## config.mk

```make
export PLATFORM = sky130hd
export DESIGN_NAME = output_port_alloc
export DESIGN_NICKNAME = d
export VERILOG_FILES = /design/src/rtl/output_port_alloc.sv
export SDC_FILE = /design/constraint.sdc
export NUM_CORES = 1
export LEC_CHECK = 0
export CAP_MARGIN = 20
export CORE_MARGIN = 2
export CORE_UTILIZATION = 40
export DETAILED_ROUTE_END_ITERATION = 12
export PLACE_DENSITY = 0.79
export SYNTH_ARGS = -nofsm -noshare
export SYNTH_HDL_FRONTEND = slang
export SYNTH_SLANG_ARGS = --single-unit
```

## constraint.sdc

```tcl
create_clock -name clk -period 2.83 [get_ports clk]
set_clock_uncertainty 0.05 [all_clocks]
set_input_delay 0.566 -clock clk [delete_from_list [all_inputs] [get_ports clk]]
set_output_delay 0.566 -clock clk [all_outputs]
set_load 0.01 [all_outputs]
```

## src/rtl/output_port_alloc.sv

```systemverilog
// Wormhole output-port allocator: round-robin arbitration, packet locking,
// downstream credit tracking. Optional watchdog: ALLOC_WATCHDOG_EN.
module output_port_alloc #(
  parameter int NUM_REQ     = 4,
  parameter int CREDITS     = 4,
  parameter int STALL_LIMIT = 15
) (
  input  logic                         clk,
  input  logic                         rst,
  input  logic [NUM_REQ-1:0]           req_i,
  input  logic [NUM_REQ-1:0]           tail_i,
  input  logic                         credit_return_i,
  output logic [NUM_REQ-1:0]           grant_o,
  output logic                         grant_v_o,
  output logic                         locked_o,
  output logic [$clog2(NUM_REQ)-1:0]   owner_o,
  output logic [$clog2(CREDITS+1)-1:0] credits_o,
  output logic                         overflow_o,
  output logic                         stall_o
);

  localparam int IW = $clog2(NUM_REQ);
  localparam int CW = $clog2(CREDITS+1);
  localparam logic [CW-1:0] CMAX = CW'(CREDITS);

  typedef enum logic {IDLE, LOCKED} state_t;

  state_t        fsm;
  logic [IW-1:0] rr_ptr;
  logic [IW-1:0] owner;
  logic [CW-1:0] credits;
  logic          overflow;

  logic [IW-1:0]      win;
  logic [IW-1:0]      idx;
  logic               win_v;
  logic               win_tail;
  logic [NUM_REQ-1:0] grant;

`ifdef ALLOC_WATCHDOG_EN
  localparam int SW = $clog2(STALL_LIMIT+1);
  localparam logic [SW-1:0] SLAST = SW'(STALL_LIMIT-1);
  logic [SW-1:0] stall_cnt;
  logic          stall_q;
  logic          release_w;

  // Watchdog fires when the owner has been absent for STALL_LIMIT cycles
  always_comb begin
    release_w = (fsm == LOCKED) && !req_i[owner] && (stall_cnt == SLAST);
  end
`endif

  // Pick the winner: owner while locked, else round-robin from rr_ptr
  always_comb begin
    win   = owner;
    win_v = 1'b0;
    idx   = '0;
    grant = '0;
    if (credits != '0) begin
      if (fsm == LOCKED) begin
        win   = owner;
        win_v = req_i[owner];
      end else begin
        for (int i = 0; i < NUM_REQ; i++) begin
          idx = rr_ptr + IW'(i);
          if (!win_v && req_i[idx]) begin
            win   = idx;
            win_v = 1'b1;
          end
        end
      end
    end
    if (win_v) grant[win] = 1'b1;
    win_tail = win_v & tail_i[win];
  end

  // Lock state, round-robin pointer and owner
  always_ff @(posedge clk) begin
    if (rst) begin
      fsm    <= IDLE;
      rr_ptr <= '0;
      owner  <= '0;
    end else begin
      case (fsm)
        IDLE: begin
          if (win_v) begin
            if (win_tail) begin
              rr_ptr <= win + 1'b1;
            end else begin
              fsm   <= LOCKED;
              owner <= win;
            end
          end
        end
        LOCKED: begin
          if (win_tail) begin
            fsm    <= IDLE;
            rr_ptr <= owner + 1'b1;
          end
`ifdef ALLOC_WATCHDOG_EN
          else if (release_w) begin
            fsm    <= IDLE;
            rr_ptr <= owner + 1'b1;
          end
`endif
        end
        default: fsm <= IDLE;
      endcase
    end
  end

  // Credit counter and sticky overflow flag
  always_ff @(posedge clk) begin
    if (rst) begin
      credits  <= CMAX;
      overflow <= 1'b0;
    end else begin
      if (win_v && !credit_return_i) begin
        credits <= credits - 1'b1;
      end else if (!win_v && credit_return_i) begin
        if (credits == CMAX) overflow <= 1'b1;
        else                 credits  <= credits + 1'b1;
      end
    end
  end

`ifdef ALLOC_WATCHDOG_EN
  // Count owner-absent cycles while locked; pulse stall on release
  always_ff @(posedge clk) begin
    if (rst) begin
      stall_cnt <= '0;
      stall_q   <= 1'b0;
    end else begin
      stall_q <= release_w;
      if (fsm != LOCKED || req_i[owner] || release_w) stall_cnt <= '0;
      else                                              stall_cnt <= stall_cnt + 1'b1;
    end
  end

  assign stall_o = stall_q;
`else
  assign stall_o = 1'b0;
`endif

  assign grant_o    = grant;
  assign grant_v_o  = win_v;
  assign locked_o   = (fsm == LOCKED);
  assign owner_o    = owner;
  assign credits_o  = credits;
  assign overflow_o = overflow;

endmodule

```

### Word level (Yosys, flattened, before mapping)

Index checks and enable logic that the tools add are counted.

| storage, ports and cells | value |
|---|---|
| bits of input ports | 11 |
| register bits | 9 |

| cells by class | value |
|---|---|
| add/sub/neg operators | 7 |
| eq/ne operators | 5 |
| reduce and logical (&&, ||, !) cells | 17 |
| bitwise operators | 4 |
| magnitude comparators | 7 |
| mux-type cells | 43 |

Operators by type and width:

| cell | count |
|---|---|
| two-way mux 1 bit | 21 |
| less-than comparator 2 x 3 -> 1 bit (second input constant) | 6 |
| two-way mux 2 bit | 9 |
| binary-select mux 1 bit (select 2 bit) | 6 |
| two-way mux 3 bit | 3 |
| AND reduction 3 bit | 3 |
| adder 2 x 1 -> 2 bit (second input constant) | 3 |
| logical AND 1 bit | 6 |
| inequality test 2 bit (second input constant) | 3 |
| logical NOT 1 bit | 5 |
| adder 2 bit (second input constant) | 2 |
| two-way mux 4 bit | 1 |
| one-hot mux 2 bit (2 select lines) | 1 |
| adder 3 x 1 -> 3 bit (second input constant) | 1 |
| == test 3 bit (second input constant) | 1 |
| NOT 1 bit | 3 |
| nonzero test 3 bit | 1 |
| subtractor 3 x 1 -> 3 bit (second input constant) | 1 |
| demux 1 bit (select 2 bit) | 1 |
| >= comparator 2 x 1 -> 1 bit (second input constant) | 1 |
| inequality test 2 x 1 -> 1 bit (second input constant) | 1 |
| one-hot mux 1 bit (2 select lines) | 1 |
| AND reduction 2 bit | 1 |
| nonzero test 2 bit | 1 |
| AND 1 bit | 1 |

### Depth between registers and ports, before layout

| logic depth | value |
|---|---|
| word-level depth | 26 |
| mapped depth | 10 |
| mapped depth without buffers | 9 |

### Worst setup path after synthesis

OpenSTA, ideal clock, no wires.

| timing path | value |
|---|---|
| kind | input port to flip-flop |
| start point | input req_i[1] |
| end point | register credits[2] (netlist: credits_o[2]) |
| slack | -0.016 ns |
| arrival | 2.654 ns |
| path buffers | 1 |
| stages on the path | 10 |
| library setup time | 0.143 ns |
| cells stage by stage | buf_2 > mux4_2 > nor2_1 > a211oi_1 > ha_1 > inv_1 > fa_1 > xor2_1 > o21ai_0 > o311ai_0 |

| between the ends | value |
|---|---|
| word-level cells in the longest chain between the ends | 24 |

RTL lines:

| what | line | text |
|---|---|---|
| start: declaration | 10 | `input logic [NUM_REQ-1:0] req_i,` |
| binary-select mux 1 bit (select 2 bit) | 66 | `if (!win_v && req_i[idx]) begin` |
| two-way mux 1 bit (not written as such) | 66 |  |
| two-way mux 1 bit | 66 |  |
| two-way mux 1 bit | 60 | `if (fsm == LOCKED) begin` |
| two-way mux 1 bit | 59 | `if (credits != '0) begin` |
| logical NOT 1 bit | 66 |  |
| logical AND 1 bit | 66 |  |
| two-way mux 1 bit | 66 |  |
| [... 9 more ...] | - |  |
| two-way mux 1 bit | 66 |  |
| two-way mux 1 bit * | 60 |  |
| two-way mux 1 bit * | 59 |  |
| named net grant_v_o | 14 | `output logic grant_v_o,` |
| logical NOT 1 bit | 120 | `end else if (!win_v && credit_return_i) begin` |
| logical AND 1 bit | 120 |  |
| nonzero test 2 bit (no source line) | - |  |
| AND reduction 2 bit (no source line) | - |  |
| end signal: assignment | 119 | `credits <= credits - 1'b1;` |
| end signal: assignment | 122 | `else credits <= credits + 1'b1;` |
| end: declaration | 31 | `logic [CW-1:0] credits;` |

Mark *: on every way through the listed nets, which the timed path passes. The rest lies on a longest branch. The select of a mux whose other input is x is not followed.
A chain may end at the register's enable or synchronous reset.

### Worst setup path in the final report

| timing path | value |
|---|---|
| start point | input req_i[1] |
| end point | output grant_o[1] |

| between the ends | value |
|---|---|
| word-level cells in the longest chain between the ends | 25 |

RTL lines:

| what | line | text |
|---|---|---|
| binary-select mux 1 bit (select 2 bit) | 66 |  |
| two-way mux 1 bit (not written as such) | 66 |  |
| two-way mux 1 bit | 66 |  |
| two-way mux 1 bit | 60 |  |
| two-way mux 1 bit | 59 |  |
| logical NOT 1 bit | 66 |  |
| logical AND 1 bit | 66 |  |
| two-way mux 1 bit | 66 |  |
| [... 9 more ...] | - |  |
| two-way mux 2 bit | 66 |  |
| two-way mux 2 bit | 60 |  |
| two-way mux 2 bit | 59 |  |
| less-than comparator 2 x 3 -> 1 bit (not written as such) or >= comparator 2 x 1 -> 1 bit (tied branches) | 73 | `if (win_v) grant[win] = 1'b1;` |
| logical AND 1 bit (not written as such) | 73 |  |
| two-way mux 1 bit (not written as such) | 73 |  |
| demux 1 bit (select 2 bit) | 73 |  |
| two-way mux 4 bit * | 73 |  |
| end: declaration | 13 | `output logic [NUM_REQ-1:0] grant_o,` |

Mark *: on every way between the ends. The rest lies on a longest branch, timed or not. The select of a mux whose other input is x is not followed.

==> results.toml <==
[status]
status = "finished clean"

[detailed_routing]
avgViaCountPerCell = 5.469
drtIter0Drc = 34
ant_nets = 0
wl_per_cell_um = 13.51
drc_errors = 0
drtPass1Iterations = 4
vias = 1072
drt-total-wl_mm = 2.647

[floorplan]
core_area_um2 = 2148
io_pins = 24
die_h_um = 50.96
die-area_um2 = 2597
die_w_um = 50.96
rows = 17
floorplan.initialDensity = 0.4106

[clocking]
root_buffer = "clkbuf_4"
htree_levels = 1
clock_latency_ps = 270
cts_made_buffers = 3
clock-sinks = 9
clk_pin_slew_ps = 60
cts_buffer_depth = 2
cts_tree = "built"
holdBufCountCts = 0

[timing]
rsz0062_at_grt = "true"
setup_viol = 0
fin_crit_sh = 0.9680
fmax_mhz = 365.1
finalSetupTns_ps = 0
hold_violations = 0
setup_slack_ps = 90.66
period_needed_ps = 2739
report.final.slew_viol_count = 0

[yosys]
synthCells = 120
synth_mux_area_frac = 0.08369
synth.yosys.seq_area_share = 0.2043
synth_flop_cell = "dfxtp_1"
yosysWarnings = 0
synth-seq-cells = 9
synth-compound-area-share = 0.2809
syn_area_um2 = 882.1
synth-simple-area-share = 0.2582
synthesis.nets = 134
ys_types = 43
postSynth.asyncResetShare = 0
yosysTopAreaCellShare = 0.2043
synth_area_leaders = "dfxtp_1 20%, nor2_1 9.8%, o21ai_0 5.7%"
synth_top_family_by_area = "compound AO/OA/AOI/OAI gates"
synth.most_common_cell = "nor2_1"
synth_common_cells = "23 x nor2_1, 11 x inv_1, 10 x o21ai_0"
synthAdderAreaFrac = 0.05106
synth_edf_count = 0
synthXorXnorAreaFrac = 0.01986
synth_largest_area_cell = "dfxtp_1"
avgSynthCellArea_um2 = 7.351

[layout]
fillers = 200
final_area_um2 = 1341
syn_to_final_growth_pct = 52.06
num-nets-final = 183
final_layout_size_suffix_gt1_frac = 0.3274
antennaDiodeCount = 0

[grt]
grt_util_met3 = 0.03801
grt-ovfl-total = 0
grt_busiest_layer = "met2"
first_global_vias = 1058
track_usage = 0.2306
grt_max_degree = 10
use_met1 = 0.2545
antenna_found_initial = 0
grt_pass1_wl_mm = 4.560
grtUsageMet2 = 0.4199

[hold_path]
hold_path.class = "reg -> reg"

[critical_path]
cp_max_fo = 6
critPathArrivalTime_ps = 2120
worstPathRequired_ps = 2210
worst_setup_path_start_kind = "primary input"
crit_path_end_kind = "output port"
crit_type = "in -> out"

[pwr]
leakagePower_nw = 0.5730
cellPowerDensity_nw_per_um2 = 1161
power.total_mw = 1.557
ir_drop_v = 0.0008033

[place]
placed_area_um2 = 1300
place_ws_ps = -702.5
numPortBuffers = 22
gp_congestion = 0.8726
hpwl_mm = 2.002

[job]
maxCapViolCount = 0
cells by family after synthesis:
logic type | after synthesis
and+or+nand+nor | 47
AOI/OAI and AO/OA | 34
buffers and inverters | 18
DFF | 9
muxes | 6
adders and majority gates | 3
xor gates and xnor gates | 2
other | 1
per-layer routing:
layer	wire length, um	up-vias
li1	-	516
met1	1074	501
met2	1376	46
met3	148	9
met4	47	0
met5	0	-
what timing repair did:
item / 4_1_cts / 5_1_grt
setup buffers: 2 / 0
pin swaps: 8 / 3
endpoints found under the setup margin: 11 / 10
gates resized for setup: 38 / 4
through the flow:
step	hold slack (ps)	std cells	utilization
floorplan	455.0	120	-
global placement	413.7	190	0.6051
detailed placement	416.4	190	0.6051
CTS	437.0	196	0.6209
global route	477.3	196	0.6243
finish	427.1	196	0.6243
final timing paths:
kind	cells after the start	slack (ps)	start	end
setup / recovery	9	90	req_i[1]	grant_o[1]
setup reg to reg	10	200	rr_ptr[0]	owner_o[1]
hold / removal	2	430	overflow_o	overflow_o
hold reg to reg	2	430	overflow_o	overflow_o
cell usage in the layout (no fill, tap or decap), drive strengths merged, types with 2 or more instances in the layout:
master and count:
a211oi 3, a21oi 6, a31o 2, a31oi 2
buf 35, clkbuf 5, clkdlybuf4s50 13, dfxtp 9
ha 2, inv 11, mux2i 4, nand2 5
nand3 2, nor2 23, nor2b 7, nor3 3
nor4 2, o21ai 13
worst max-delay path, cell delays in order:
cell and delay (ps):
clkdlybuf4s15_2 250, buf_4 180, o21ai_0 190, a32oi_2 140, nor4_2 360, a311oi_4 70, buf_6 150, nor2_1 90
buf_2 130
cell type report:
| class | count | area [um^2] | area share |
|---|---|---|---|
| timing repair buffer | 51 | 410.4 | 0.3060 |
| sequential | 9 | 181.4 | 0.1353 |
| clock buffer | 4 | 26.28 | 0.01959 |
| tap | 28 | 35.03 | 0.02612 |
| inverter | 11 | 41.29 | 0.03078 |
| multi-input combinational | 93 | 646.9 | 0.4823 |
report_power, final:
group	switching [mW]	total, mW	internal (mW)
combinational	0.579	1.21	0.631
clock	0.0484	0.103	0.0545
sequential	0.0653	0.244	0.179
total	0.693	1.56	0.864
Note: power is estimated with default switching activity, not from simulation.
